[src/rtl/uart_tx_dev.sv]
// uart_tx_dev: bridge-mapped 8N1 UART transmitter with a 4-entry byte FIFO,
// programmable bit period (DIV+1 cycles) and a drained-level interrupt.
module uart_tx_dev (
  input  logic        clk,
  input  logic        reset,
  input  logic [31:2] Addr,
  input  logic        WE,
  input  logic [31:0] Din,
  output logic [31:0] Dout,
  output logic        IRQ,
  output logic        txd
);
  typedef enum logic [1:0] {IDLE, START, DATA, STOP} state_t;
  state_t      state_q;
  logic [1:0]  ctrl_q, rp_q, wp_q;
  logic [15:0] div_q, bcnt_q;
  logic [7:0]  mem_q [4];
  logic [7:0]  shift_q, head;
  logic [2:0]  cnt_q, cnt_d, bit_q;
  logic        ovf_q, txd_q, push, push_ok, pop, full, empty, busy, unused_ok;
  always_comb begin
    full    = cnt_q == 3'd4;
    empty   = cnt_q == 3'd0;
    busy    = state_q != IDLE;
    head    = empty ? 8'd0 : mem_q[rp_q];
    push    = WE && Addr[3:2] == 2'd2;
    // a frame may start from IDLE or straight out of the last STOP cycle
    pop     = ctrl_q[0] && !empty && (state_q == IDLE || (state_q == STOP && bcnt_q == 16'd0));
    push_ok = push && (!full || pop);
    cnt_d   = cnt_q + 3'(push_ok) - 3'(pop);
    Dout    = Addr[3:2] == 2'd0 ? {30'd0, ctrl_q} :
              Addr[3:2] == 2'd1 ? {16'd0, div_q} :
              Addr[3:2] == 2'd2 ? {24'd0, head} :
                                  {25'd0, cnt_q, ovf_q, empty, full, busy};
  end
  assign IRQ       = ctrl_q[1] & empty & ~busy;
  assign txd       = txd_q;
  assign unused_ok = ^{Addr[31:4], Din[31:16]};
  always_ff @(posedge clk or posedge reset)
    if (reset) begin
      ctrl_q <= 2'd0;
      div_q  <= 16'd0;
      rp_q   <= 2'd0;
      wp_q   <= 2'd0;
      cnt_q  <= 3'd0;
      ovf_q  <= 1'b0;
    end else begin
      if (WE && Addr[3:2] == 2'd0) ctrl_q <= Din[1:0];
      if (WE && Addr[3:2] == 2'd1) div_q <= Din[15:0];
      if (WE && Addr[3:2] == 2'd3) ovf_q <= 1'b0;
      else if (push && !push_ok) ovf_q <= 1'b1;
      if (push_ok) wp_q <= wp_q + 2'd1;
      if (pop) rp_q <= rp_q + 2'd1;
      cnt_q <= cnt_d;
    end
  always_ff @(posedge clk)
    if (push_ok) mem_q[wp_q] <= Din[7:0];
  always_ff @(posedge clk or posedge reset)
    if (reset) begin
      state_q <= IDLE;
      txd_q   <= 1'b1;
      shift_q <= 8'd0;
      bcnt_q  <= 16'd0;
      bit_q   <= 3'd0;
    end else begin
      if (bcnt_q != 16'd0) bcnt_q <= bcnt_q - 16'd1;
      case (state_q)
        IDLE:
          if (pop) begin
            state_q <= START;
            shift_q <= head;
            bcnt_q  <= div_q;
            txd_q   <= 1'b0;
          end
        START:
          if (bcnt_q == 16'd0) begin
            state_q <= DATA;
            bit_q   <= 3'd0;
            bcnt_q  <= div_q;
            txd_q   <= shift_q[0];
          end
        DATA:
          if (bcnt_q == 16'd0) begin
            bcnt_q <= div_q;
            if (bit_q == 3'd7) begin
              state_q <= STOP;
              txd_q   <= 1'b1;
            end else begin
              bit_q <= bit_q + 3'd1;
              txd_q <= shift_q[bit_q + 3'd1];
            end
          end
        STOP:
          if (bcnt_q == 16'd0) begin
            if (pop) begin
              state_q <= START;
              shift_q <= head;
              bcnt_q  <= div_q;
              txd_q   <= 1'b0;
            end else state_q <= IDLE;
          end
        default: state_q <= IDLE;
      endcase
    end
endmodule
[config.mk]
export PLATFORM = sky130hd
export DESIGN_NAME = uart_tx_dev
export DESIGN_NICKNAME = d
export VERILOG_FILES = /design/src/rtl/uart_tx_dev.sv
export SDC_FILE = /design/constraint.sdc
export NUM_CORES = 1
export LEC_CHECK = 0
export ABC_CLOCK_PERIOD_IN_PS = 3300
export CORE_UTILIZATION = 35
export CTS_CLUSTER_SIZE = 8
export DETAILED_ROUTE_END_ITERATION = 6
export PLACE_DENSITY = 0.62
export RECOVER_POWER = 50
export SYNTH_ARGS = -nofsm -noshare
export SYNTH_HDL_FRONTEND = slang
export SYNTH_SLANG_ARGS = --single-unit
[constraint.sdc]
create_clock -name clk -period 3.3 [get_ports clk]
set_input_delay 0.33 -clock clk [delete_from_list [all_inputs] [get_ports clk]]
set_output_delay 0.33 -clock clk [all_outputs]
set_load 0.005 [all_outputs]
==> flow_metrics.py <==
metrics = {
    "worst_setup_path": {
        "crit_path_end_kind": "output port",
        "cp_max_fo": 7,
        "crit_type": "reg -> out",
        "crit_arrival_ns": 2.57,
        "cp-start-kind": "flop",
        "cp.required_ns": 2.97,
    },
    "layout": {
        "final_area_um2": 5840,
        "drive_above_1_share": 0.148,
        "finish.net_count": 582,
        "fin_util": 0.416,
        "synthToLayoutAreaGrowth_pct": 14.3,
        "n_antenna_cell": 0,
        "n_fill_cell": 1346,
    },
    "clocking": {
        "tritoncts": "done",
        "holdBufCountCts": 0,
        "cts-resized-gates": 0,
        "numCtsBuffers": 9,
        "clock-root-buffer": "clkbuf_16",
        "clk_latency_ns": 0.35,
        "cts.clk_slew.worst_paths_ns": 0.06,
        "clock_path_buffers": 2,
        "htree_levels": 3,
        "cts_setup_buffers": 0,
        "clock-sinks": 88,
    },
    "synth": {
        "async_reset_ff_frac": 0.636,
        "seq_area_frac_synth": 0.462,
        "synth-edff-count": 32,
        "syn_area_um2": 5110,
        "avgSynthCellArea_um2": 11.0,
        "ys_types": 72,
        "synthFlopType": "dfrtp_1",
        "ys_warn_count": 0,
        "netlist_instances": 466,
        "ys_ff_latch": 88,
    },
    "global_route": {
        "grt_pass1_wl_um": 19400,
        "grt.total_usage": 0.172,
        "grt_pass1_vias": 3687,
        "antenna_found_initial": 0,
        "grt_max_degree": 43,
        "gr-total-overflow": 0,
    },
    "die": {
        "die_area_um2": 15100,
        "dieHeight_um": 123,
        "pin_count": 99,
        "rows": 43,
        "core_um2": 14000,
        "die_w_um": 123,
        "start_util": 0.364,
    },
    "status": {
        "run_status": "complete, but fails checks",
        "violations": "capacitance limit, slew limit",
    },
    "routing": {
        "wl_per_cell_um": 17.5,
        "drt_iter0_markers": 268,
        "vias": 3738,
        "dr.pass1.iters": 6,
        "drc": 0,
        "viasPerCell": 5.44,
        "finalWirelength_um": 12000,
        "antenna_left": 0,
    },
    "sta": {
        "fin_skew_ns": 0.0111,
        "fin_crit_ns": 2.90,
        "slew_headroom": -0.118,
        "post-route-period-util": 0.880,
        "grt_setup_unrepaired": "false",
        "worstMarginPinSlew_ns": 1.67,
        "tns_ns": 0,
        "setup_violations": 0,
        "whs_ns": 0.490,
        "fmax_mhz": 344,
        "final-max-slew-violation-count": 43,
        "hold_viol": 0,
    },
    "power": {
        "leakage_uw": 0.00230,
        "power.total_uw": 5080,
        "cellPowerDensity_nw_per_um2": 869,
        "worst_ir_drop_vdd_mv": 0.458,
    },
    "job": {
        "max_cap_violations": 1,
    },
    "place": {
        "dp.final_hpwl_um": 8600,
        "routabilityCongestion": 0.846,
        "numPortBuffers": 38,
        "placedInstanceArea_um2": 5610,
    },
    "min_path": {
        "hold_class": "reg -> reg",
    },
}
==> cells in the mapped netlist, drive strengths merged (8+ instances only) <==
cell type	n	area, um2
a21oi	22	121
and2	14	87.6
buf	32	226
clkbuf	9	33.8
dfrtp	55	1380
edfxtp	32	961
ha	14	175
inv	12	45.0
mux2	28	315
mux4	11	248
nand2	49	184
nor2	30	123
nor3	12	65.1
o21ai	39	206
xnor2	8	77.6
==> state kept, by name, summed over array words and instances (netlist names), 3 cells and up <==
signal / count
bcnt_q: 16
bit_q: 3
cnt_q: 3
div_q: 16
mem_q: 32
shift_q: 8
==> metal layers <==
metal	part of all wire	up-vias	track usage
met5	0	-	0
met4	0.012	0	0.0488
met3	0.059	13	0.0353
met2	0.48	128	0.277
met1	0.45	1850	0.234
li1	-	1747	-
==> cells in the final DEF, fill, tap and decap left out, types with 3 or more instances in the layout <==
master,synthesis,layout
a211oi_1,6,6
a21o_1,3,3
a21oi_1,21,22
a22o_1,7,7
a31oi_1,5,5
and2_1,14,14
buf_4,20,9
clkbuf_1,9,4
clkbuf_16,0,9
clkdlybuf4s50_1,0,27
clkinv_2,0,3
conb_1,1,16
dfrtp_1,55,55
dlygate4sd3_1,0,11
edfxtp_1,32,32
ha_1,14,14
inv_1,12,12
mux2_1,3,3
mux2_2,25,25
mux2i_1,3,3
mux4_2,11,11
nand2_1,49,49
nand2b_1,3,3
nand3_1,4,4
nor2_1,28,28
nor2b_1,4,4
nor3_1,11,11
o211ai_1,5,5
o21ai_0,20,20
o21ai_1,18,18
o31ai_1,3,3
or3_1,7,7
xnor2_1,7,7
xor2_1,5,5
==> power breakdown <==
part	internal [uW]	leakage [uW]	switching, uW
sequential	1400	0.000980	313
combinational	1070	0.00119	1330
clock	510	0.000132	447
==> worst paths after layout <==
check | cells past startpoint | to | start | slack (ns)
setup reg to reg | 10 | cnt_q[2]$_DFF_PP0_ | bcnt_q[0]$_DFF_PP0_ | 0.41
hold reg to reg | 2 | shift_q[6]$_DFFE_PP0P_ | shift_q[6]$_DFFE_PP0P_ | 0.49
max in group asynchronous | 3 | shift_q[3]$_DFFE_PP0P_ | reset | 1.19
min in group asynchronous | 2 | bcnt_q[12]$_DFF_PP0_ | reset | 0.94
hold / removal | 2 | shift_q[6]$_DFFE_PP0P_ | shift_q[6]$_DFFE_PP0P_ | 0.49
setup / recovery | 6 | Dout[1] | rp_q[0]$_DFFE_PP0P_ | 0.40
==> through the flow <==
| step | cells | worst slack, ns |
|---|---|---|
| final | 687 | 0.395 |
| after global routing | 687 | 0.149 |
| after CTS | 687 | 0.370 |
| after detailed placement | 671 | 0.558 |
| after global placement | 671 | 0.570 |
| after floorplan | 481 | 0.664 |
==> cell type report <==
type / instances / area [um2] / area share
flip-flops and latches: 88 / 2360 / 0.404
repair buffers: 51 / 463 / 0.0792
multi-input cells: 339 / 2470 / 0.423
well taps: 180 / 225 / 0.0385
clock buffers: 9 / 225 / 0.0385
clock inverters: 7 / 47.5 / 0.00814
inverters: 13 / 48.8 / 0.00835
==> cell families (layout without fill, tap and decap cells) <==
logic type | count (synthesis) | in the layout | share of synthesized area
muxes | 42 | 42 | 0.116
AOI/OAI and AO/OA | 117 | 117 | 0.155
other | 1 | 16 | 0.000733
and+or+nand+nor | 136 | 136 | 0.143
adders and majority gates | 15 | 15 | 0.0382
xor gates and xnor gates | 13 | 13 | 0.0237
DFF | 88 | 88 | 0.462
buffers and inverters | 54 | 80 | 0.0604
==> critical path, cell delays in order (launching register included) <==
cell and delay [ns]:
dfrtp_1 0.43, buf_4 0.24, mux4_2 0.52, and2_1 0.21, a211oi_1 0.25, a21oi_1 0.10, clkdlybuf4s50_1 0.48
Note: power is estimated with default switching activity, not from simulation.
